## src/rtl/pipe_mem_arbiter_if.sv

```systemverilog
// Interface bundling the fetch, MEM-stage and RAM sides of pipe_mem_arbiter.
// The slave modport is the arbiter. The master modport is the requesters plus the RAM.
interface pipe_mem_arbiter_if #(
  parameter int ARQ              = 16,
  parameter int MEMORY_ADDR_SIZE = 13
);
  logic                        if_req;
  logic [MEMORY_ADDR_SIZE-1:0] if_addr;
  logic                        if_ack;
  logic [ARQ-1:0]              if_rdata;
  logic                        if_stall;
  logic                        mem_req;
  logic                        mem_we;
  logic [MEMORY_ADDR_SIZE-1:0] mem_addr;
  logic [ARQ-1:0]              mem_wdata;
  logic                        mem_ack;
  logic [ARQ-1:0]              mem_rdata;
  logic                        mem_stall;
  logic                        ram_en;
  logic                        ram_we;
  logic [MEMORY_ADDR_SIZE-1:0] ram_addr;
  logic [ARQ-1:0]              ram_wdata;
  logic [ARQ-1:0]              ram_rdata;
  logic                        busy;

  modport slave (
    input  if_req, if_addr, mem_req, mem_we, mem_addr, mem_wdata, ram_rdata,
    output if_ack, if_rdata, if_stall, mem_ack, mem_rdata, mem_stall,
    output ram_en, ram_we, ram_addr, ram_wdata, busy
  );

  modport master (
    output if_req, if_addr, mem_req, mem_we, mem_addr, mem_wdata, ram_rdata,
    input  if_ack, if_rdata, if_stall, mem_ack, mem_rdata, mem_stall,
    input  ram_en, ram_we, ram_addr, ram_wdata, busy
  );
endinterface

```

## src/rtl/pipe_mem_arbiter.sv

```systemverilog
// Single-port RAM arbiter between instruction fetch and the MEM stage.
// When the macro PIPE_ARB_RR_EN is defined, contended grants use round-robin; otherwise MEM has fixed priority.
//
// state | meaning
// IDLE  | arbitrate and latch the winner's address/we/wdata
// ISSUE | ram_en strobe for one cycle
// WAIT  | count RD_LAT cycles, then capture ram_rdata
// ACK   | one-cycle ack to the granted port
module pipe_mem_arbiter #(
  parameter int ARQ              = 16,
  parameter int MEMORY_ADDR_SIZE = 13,
  parameter int RD_LAT           = 2
) (
  input logic              clk,
  input logic              rst,
  pipe_mem_arbiter_if.slave bus
);
  localparam int LAT_W = $clog2(RD_LAT + 1);

  typedef enum logic [1:0] {IDLE, ISSUE, WAIT, ACK} state_t;

  state_t                      state_q, state_d;
  logic                        grant_q, grant_d;  // 1 = MEM, 0 = IF
  logic                        pick_mem;
  logic [LAT_W-1:0]            lat_q, lat_d;
  logic                        en_q, en_d;
  logic                        we_q, we_d;
  logic [MEMORY_ADDR_SIZE-1:0] addr_q, addr_d;
  logic [ARQ-1:0]              wdata_q, wdata_d;
  logic                        if_ack_q, if_ack_d;
  logic                        mem_ack_q, mem_ack_d;
  logic [ARQ-1:0]              if_rdata_q, if_rdata_d;
  logic [ARQ-1:0]              mem_rdata_q, mem_rdata_d;

`ifdef PIPE_ARB_RR_EN
  logic last_q, last_d;
  always_comb pick_mem = (bus.mem_req && bus.if_req) ? ~last_q : bus.mem_req;
`else
  // MEM holds the older instruction, so it wins contention.
  always_comb pick_mem = bus.mem_req;
`endif

  always_ff @(posedge clk or posedge rst) begin
    if (rst) begin
      state_q     <= IDLE;
      grant_q     <= 1'b1;
      lat_q       <= '0;
      en_q        <= 1'b0;
      we_q        <= 1'b0;
      addr_q      <= '0;
      wdata_q     <= '0;
      if_ack_q    <= 1'b0;
      mem_ack_q   <= 1'b0;
      if_rdata_q  <= '0;
      mem_rdata_q <= '0;
`ifdef PIPE_ARB_RR_EN
      last_q      <= 1'b1;
`endif
    end else begin
      state_q     <= state_d;
      grant_q     <= grant_d;
      lat_q       <= lat_d;
      en_q        <= en_d;
      we_q        <= we_d;
      addr_q      <= addr_d;
      wdata_q     <= wdata_d;
      if_ack_q    <= if_ack_d;
      mem_ack_q   <= mem_ack_d;
      if_rdata_q  <= if_rdata_d;
      mem_rdata_q <= mem_rdata_d;
`ifdef PIPE_ARB_RR_EN
      last_q      <= last_d;
`endif
    end
  end

  always_comb begin
    state_d     = state_q;
    grant_d     = grant_q;
    lat_d       = lat_q;
    en_d        = 1'b0;
    we_d        = we_q;
    addr_d      = addr_q;
    wdata_d     = wdata_q;
    if_ack_d    = 1'b0;
    mem_ack_d   = 1'b0;
    if_rdata_d  = if_rdata_q;
    mem_rdata_d = mem_rdata_q;
`ifdef PIPE_ARB_RR_EN
    last_d      = last_q;
`endif
    case (state_q)
      IDLE: begin
        if (bus.if_req || bus.mem_req) begin
          grant_d = pick_mem;
`ifdef PIPE_ARB_RR_EN
          last_d  = pick_mem;
`endif
          en_d    = 1'b1;
          state_d = ISSUE;
          if (pick_mem) begin
            we_d    = bus.mem_we;
            addr_d  = bus.mem_addr;
            wdata_d = bus.mem_wdata;
          end else begin
            we_d    = 1'b0;
            addr_d  = bus.if_addr;
          end
        end
      end
      ISSUE: begin
        if (we_q) begin
          state_d   = ACK;
          mem_ack_d = grant_q;
          if_ack_d  = ~grant_q;
        end else begin
          state_d = WAIT;
          lat_d   = LAT_W'(1);
        end
      end
      WAIT: begin
        if (lat_q == LAT_W'(RD_LAT)) begin
          state_d   = ACK;
          mem_ack_d = grant_q;
          if_ack_d  = ~grant_q;
          if (grant_q) mem_rdata_d = bus.ram_rdata;
          else         if_rdata_d  = bus.ram_rdata;
        end else begin
          lat_d = lat_q + LAT_W'(1);
        end
      end
      ACK: state_d = IDLE;
      default: state_d = IDLE;
    endcase
  end

  assign bus.ram_en    = en_q;
  assign bus.ram_we    = we_q;
  assign bus.ram_addr  = addr_q;
  assign bus.ram_wdata = wdata_q;
  assign bus.if_ack    = if_ack_q;
  assign bus.mem_ack   = mem_ack_q;
  assign bus.if_rdata  = if_rdata_q;
  assign bus.mem_rdata = mem_rdata_q;
  assign bus.if_stall  = bus.if_req & ~if_ack_q;
  assign bus.mem_stall = bus.mem_req & ~mem_ack_q;
  assign bus.busy      = (state_q != IDLE);
endmodule
```

## src/flat_wrapper.sv

```systemverilog
// flat-port wrapper written by rule: the top's interface ports become plain ports
module pipe_mem_arbiter_flat 
#(
  parameter int ARQ              = 16,
  parameter int MEMORY_ADDR_SIZE = 13,
  parameter int RD_LAT           = 2
)
  (clk, rst, bus_if_req, bus_if_addr, bus_mem_req, bus_mem_we, bus_mem_addr, bus_mem_wdata, bus_ram_rdata, bus_if_ack, bus_if_rdata, bus_if_stall, bus_mem_ack, bus_mem_rdata, bus_mem_stall, bus_ram_en, bus_ram_we, bus_ram_addr, bus_ram_wdata, bus_busy);
  pipe_mem_arbiter_if #(.ARQ(ARQ), .MEMORY_ADDR_SIZE(MEMORY_ADDR_SIZE)) bus_i ();
  input logic clk;
  input logic rst;
  input wire logic [$bits(bus_i.if_req)-1:0] bus_if_req;
  input wire logic [$bits(bus_i.if_addr)-1:0] bus_if_addr;
  input wire logic [$bits(bus_i.mem_req)-1:0] bus_mem_req;
  input wire logic [$bits(bus_i.mem_we)-1:0] bus_mem_we;
  input wire logic [$bits(bus_i.mem_addr)-1:0] bus_mem_addr;
  input wire logic [$bits(bus_i.mem_wdata)-1:0] bus_mem_wdata;
  input wire logic [$bits(bus_i.ram_rdata)-1:0] bus_ram_rdata;
  output wire logic [$bits(bus_i.if_ack)-1:0] bus_if_ack;
  output wire logic [$bits(bus_i.if_rdata)-1:0] bus_if_rdata;
  output wire logic [$bits(bus_i.if_stall)-1:0] bus_if_stall;
  output wire logic [$bits(bus_i.mem_ack)-1:0] bus_mem_ack;
  output wire logic [$bits(bus_i.mem_rdata)-1:0] bus_mem_rdata;
  output wire logic [$bits(bus_i.mem_stall)-1:0] bus_mem_stall;
  output wire logic [$bits(bus_i.ram_en)-1:0] bus_ram_en;
  output wire logic [$bits(bus_i.ram_we)-1:0] bus_ram_we;
  output wire logic [$bits(bus_i.ram_addr)-1:0] bus_ram_addr;
  output wire logic [$bits(bus_i.ram_wdata)-1:0] bus_ram_wdata;
  output wire logic [$bits(bus_i.busy)-1:0] bus_busy;
  assign bus_i.if_req = bus_if_req;
  assign bus_i.if_addr = bus_if_addr;
  assign bus_i.mem_req = bus_mem_req;
  assign bus_i.mem_we = bus_mem_we;
  assign bus_i.mem_addr = bus_mem_addr;
  assign bus_i.mem_wdata = bus_mem_wdata;
  assign bus_i.ram_rdata = bus_ram_rdata;
  assign bus_if_ack = bus_i.if_ack;
  assign bus_if_rdata = bus_i.if_rdata;
  assign bus_if_stall = bus_i.if_stall;
  assign bus_mem_ack = bus_i.mem_ack;
  assign bus_mem_rdata = bus_i.mem_rdata;
  assign bus_mem_stall = bus_i.mem_stall;
  assign bus_ram_en = bus_i.ram_en;
  assign bus_ram_we = bus_i.ram_we;
  assign bus_ram_addr = bus_i.ram_addr;
  assign bus_ram_wdata = bus_i.ram_wdata;
  assign bus_busy = bus_i.busy;
  pipe_mem_arbiter #(.ARQ(ARQ), .MEMORY_ADDR_SIZE(MEMORY_ADDR_SIZE), .RD_LAT(RD_LAT)) u_core (.clk(clk), .rst(rst), .bus(bus_i));
endmodule
```

## config.mk

```make
export PLATFORM = sky130hd
export DESIGN_NAME = pipe_mem_arbiter_flat
export DESIGN_NICKNAME = d
export VERILOG_FILES = /design/src/rtl/pipe_mem_arbiter_if.sv /design/src/rtl/pipe_mem_arbiter.sv /design/src/flat_wrapper.sv
export SDC_FILE = /design/constraint.sdc
export NUM_CORES = 1
export LEC_CHECK = 0
export BUFFER_PORTS_ARGS = -buffer_cell sky130_fd_sc_hd__buf_2
export CAP_MARGIN = 20
export CORE_ASPECT_RATIO = 1.1
export CORE_MARGIN = 5
export CORE_UTILIZATION = 50
export CTS_BUF_LIST = sky130_fd_sc_hd__clkbuf_8 sky130_fd_sc_hd__clkbuf_16
export DETAILED_ROUTE_END_ITERATION = 12
export PLACE_DENSITY = 0.84
export SYNTH_ARGS = -nofsm -noshare
export SYNTH_HDL_FRONTEND = slang
export SYNTH_SLANG_ARGS = --single-unit
```

## constraint.sdc

```tcl
create_clock -name clk -period 6.9 [get_ports clk]
set_input_delay 1.38 -clock clk [delete_from_list [all_inputs] [get_ports clk]]
set_output_delay 1.38 -clock clk [all_outputs]
set_load 0.01 [all_outputs]
```

Word level (Yosys, flattened, before mapping). Index checks and enable logic that the tools add are counted.

Add/subtract/negate cells: 1. Equal/unequal tests: 8. Multiplexer cells: 17. Bitwise gates (word level): 5. Reduce and logical (&&, ||, !) cells: 10.

Operators with widths (count): 13-bit 2-to-1 mux (1); 3-bit AND reduction (4); 1-bit 2-to-1 mux (8); 2-bit 2-to-1 mux (4); 2-bit one-hot mux with 4 select lines (1); 2-bit == test (second input constant) (3); 2-bit by 1-bit != test with 1-bit output (second input constant) (2); 2-bit != test (second input constant) (2); 1-bit one-hot mux with 2 select lines (2); 2-bit one-hot mux with 2 select lines (1); 2-bit AND reduction (2); 2-bit nonzero test (2); 1-bit NOT (3); 2-bit by 1-bit adder with 2-bit output (second input constant) (1); 1-bit bitwise AND (2); 2-bit by 1-bit == test with 1-bit output (second input constant) (1); 2-bit zero test (1); 1-bit logical OR (1).

Register bits after elaboration: 70. Output and inout bits: 68.

Depth between registers and ports, before layout.
Depth after elaboration: 3. Mapped depth: 7. Mapped depth without buffers: 5.

Worst setup path before layout. OpenSTA, ideal clock, no wires.

Path type: in2out. Start point: input bus_mem_req. End point: output bus_mem_stall. Arrival: 1.989 ns. Path slack: 3.531 ns. Cell stages on the path: 3. Buffers on the path: 2. Cells stage by stage: buf_4 buf_4 nor2b_1.

Cells in the longest elaborated chain, start to end: 1.

RTL lines: from (decl) (RTL line flat_wrapper.sv:14) `input wire logic [$bits(bus_i.mem_req)-1:0] bus_mem_req;`; 1-bit bitwise AND (RTL line pipe_mem_arbiter.sv:146) `assign bus.mem_stall = bus.mem_req & ~mem_ack_q;`; to (decl) (RTL line flat_wrapper.sv:24) `output wire logic [$bits(bus_i.mem_stall)-1:0] bus_mem_stall;`.

No other way between the ends.

Worst setup path in the final report. Ends and elaborated chain as after synthesis.

==> key figures <==
Die
  • Die width: 83.7 µm
  • Die height: 91.0 µm
  • IO Pins: 131
  • Row count: 29
  • Core Area: 5810 µm²
  • Starting density of the core: 51.4%
  • Die area: 7620 µm²

Timing
  • Achievable Freq: 284 MHz
  • Fin. max-slew vios: 0
  • Final Cycle Share: 50.9%
  • Tightest Pin Transition: 0.864 ns
  • Setup TNS: 0 ns
  • Final Hold Vio Count: 0
  • Min Tclk post-route: 3.52 ns
  • Max Clock Skew: 0.0108 ns
  • RSZ-0062 raised after global routing: no
  • Count of final setup violators: 0
  • Slew headroom: 42.4%

Global route
  • Overflow after GRT: 0
  • GRT Overall Usage: 17.5%
  • Largest net degree at the start of global routing: 71
  • First-pass GRT wire length: 10,700 µm
  • Initial antenna violation count: 0
  • Vias in the first global route: 2,246

Worst setup path
  • CP Cell Sequence: buf_2 -> nor2b_1 -> buf_2
  • CP max-delay cell: buf_2
  • Reg2Reg Setup Slack: 5.11 ns
  • Worst Setup Start Kind: input port
  • Most frequent cell on the critical path: buf_2
  • CP Class: input port to primary output
  • CP endpoint kind: primary output
  • Worst reg2reg startpoint: u_core.state_q[0]
  • Critical path fanouts, max: 18
  • R2R depth: 4
  • Worst r2r dst: u_core.bus.mem_rdata[5]
  • Worst endpoint required time: 5.52 ns
  • Critical Path Max Stage Delay: 0.42 ns
  • Arr. time, crit path: 2.14 ns

Placement
  • Post-DP HPWL: 4760 µm
  • Routability-driven placement congestion ratio: 0.738
  • I/O Buffers: 130
  • Post-Place Cell Area: 3660 µm²

Clock tree
  • Cts hold-fix bufs: 0
  • Longest Clk Path Bufs: 2
  • Clk root buf: clkbuf_8
  • Post-CTS Setup Bufs: 0
  • Clk sink count: 70
  • H-tree Lvls: 3
  • Post-cts resize count: 0
  • TritonCTS clock tree: yes
  • CTS Buf Count: 9
  • Clk_lat worst skew: 0.33 ns
  • Clock Pin Slew Worst Setup and Hold Paths: 0.07 ns

Synth
  • Top-count cell post-synth: dfrtp_1
  • Yosys warns: 0
  • Ys flop type: dfrtp_1
  • EDFF count, synth: 0
  • Synth top area share: 57.9%
  • Post-Synthesis Cells: 210
  • Top cells by area, synth: dfrtp_1 58%, mux2_2 14%, mux2_4 6.0%
  • Asr flop ratio synth: 100%
  • Synth unique cells: 26
  • Seq cells post-synth: 70
  • Sequential area share after synthesis: 58.7%
  • Post-synth top cells: 69 x dfrtp_1, 38 x mux2_2, 16 x nand2_1, 14 x o21ai_0, 13 x mux2i_1
  • Mapped cell area: 2980 µm²
  • Synthesized area per cell: 14.2 µm²
  • Net Count, Synth: 279
  • Cell taking the most area after synthesis: dfrtp_1

Detailed routing
  • Top layer in use: met4
  • Vias per cell: 4.82
  • Drt drc: 0
  • DR WL/cell: 15.2 µm
  • Drt pass-1 iters: 4
  • Met3 wire length: 342 µm
  • Metal-1 WL: 2410 µm
  • DR vias: 2,050
  • Initial DRC Count: 40
  • Final ANT Viol Nets: 0
  • Routed wire length: 6450 µm
  • WL met2: 3590 µm

Power
  • Internal power: 0.00115 W
  • Psw: 0.000588 W
  • Sequential Power Share: 40.7%
  • Leakage: 2.03 nW
  • Switch share: 33.8%
  • Power density over the cells: 448 nW/µm²
  • Clock Power Share: 20.8%
  • Worst IR Drop VDD: 248 µV
  • Logic gate share of total power: 38.5%

Min path
  • HP Class: register to register
  • Hold Path Depth: 2
  • Min-delay src: u_core.bus.ram_addr[11]
  • Hold path endpoint: u_core.bus.ram_addr[11]

Cells and area
  • Layout cells sized above 1: 58.3%
  • Area Overhead vs Synth: 30.1%
  • N_diodes: 0
  • Nets: 412
  • Design Area, Final: 3880 µm²

Flow run
  • Max-cap violations: 0

Run status
  • Run status: complete, no violations
-- layout by cell type (no fill, tap or decap), drive strengths merged, types with 3 or more instances in the layout --
cell and instances:
a21oi 3, nor2 6, ha 6, buf 131, o21ai 15, nand2 17, dfrtp 69, clkbuf 10
mux2 50, inv 7, mux2i 13, nand3 5, nor2b 3
-- logic make-up after synthesis --
group | synth area share, %
adders and majority gates | 2.52
DFF | 58.7
and+or+nand+nor | 5.66
muxes | 24.7
AOI/OAI and AO/OA | 4.78
buffers and inverters | 3.56
-- per-stage QoR --
step	utilization [%]	setup slack, ns	total power, W	hold slack, ns	std cells
finish	66.9	3.38	0.00174	0.473	425
global route	66.9	3.32	0.00186	0.509	425
CTS	66.9	3.39	0.00176	0.482	425
detailed placement	63.0	3.39	0.00139	0.465	409
global placement	63.0	3.42	0.00136	0.459	409
floorplan	-	3.53	0.00112	0.492	210
-- registers in the layout, indices dropped and copies added, names as in the netlist --
register	cells
u_core.bus.if_rdata	16
u_core.bus.mem_rdata	16
u_core.bus.ram_wdata	16
u_core.bus.ram_addr	13
u_core.lat_q	2
u_core.state_q	2
u_core.bus.if_ack	1
u_core.bus.mem_ack	1
u_core.bus.ram_en	1
u_core.bus.ram_we	1
u_core.grant_q	1
-- layout make-up --
| cell class | instances | area (µm²) |
|---|---|---|
| clock inverters | 6 | 85.1 |
| repair buffers | 131 | 658 |
| flip-flops and latches | 70 | 1750 |
| clock buffers | 10 | 138 |
| fillers | 465 | 1920 |
| multi-input cells | 124 | 1120 |
| inverters | 7 | 26.3 |
| well taps | 77 | 96.3 |
-- power by group through the flow --
stage	combinational, W	sequential, W	clock, W
3_5_place_dp	0.000682	0.000711	0
5_1_grt	0.000737	0.000735	0.000391
4_1_cts	0.000684	0.000709	0.000371
2_1_floorplan	0.000327	0.000796	0
3_3_place_gp	0.000657	0.000704	0
6_report	0.000670	0.000708	0.000362
-- how the worst max path moves through the flow --
stage                 from            end  slack (ns)  depth (start not counted)
6_report       bus_mem_req  bus_mem_stall        3.38                          3
3_5_place_dp   bus_mem_req  bus_mem_stall        3.39                          3
5_1_grt        bus_mem_req  bus_mem_stall        3.32                          3
2_1_floorplan  bus_mem_req  bus_mem_stall        3.53                          3
3_3_place_gp   bus_mem_req  bus_mem_stall        3.42                          3
4_1_cts        bus_mem_req  bus_mem_stall        3.39                          3
-- worst max-delay path: cells and delay by family --
family | cells | cell delay (ns)
and+or+nand+nor | 1 | 0.20
buffers and inverters | 2 | 0.56
-- layer usage --
metal  track usage (%)  up-vias
met2              32.0       52
met3              4.43        8
met4              6.84        0
li1                  -      994
met5                 0        -
met1              19.3      996
Note: power is estimated with default switching activity, not from simulation.
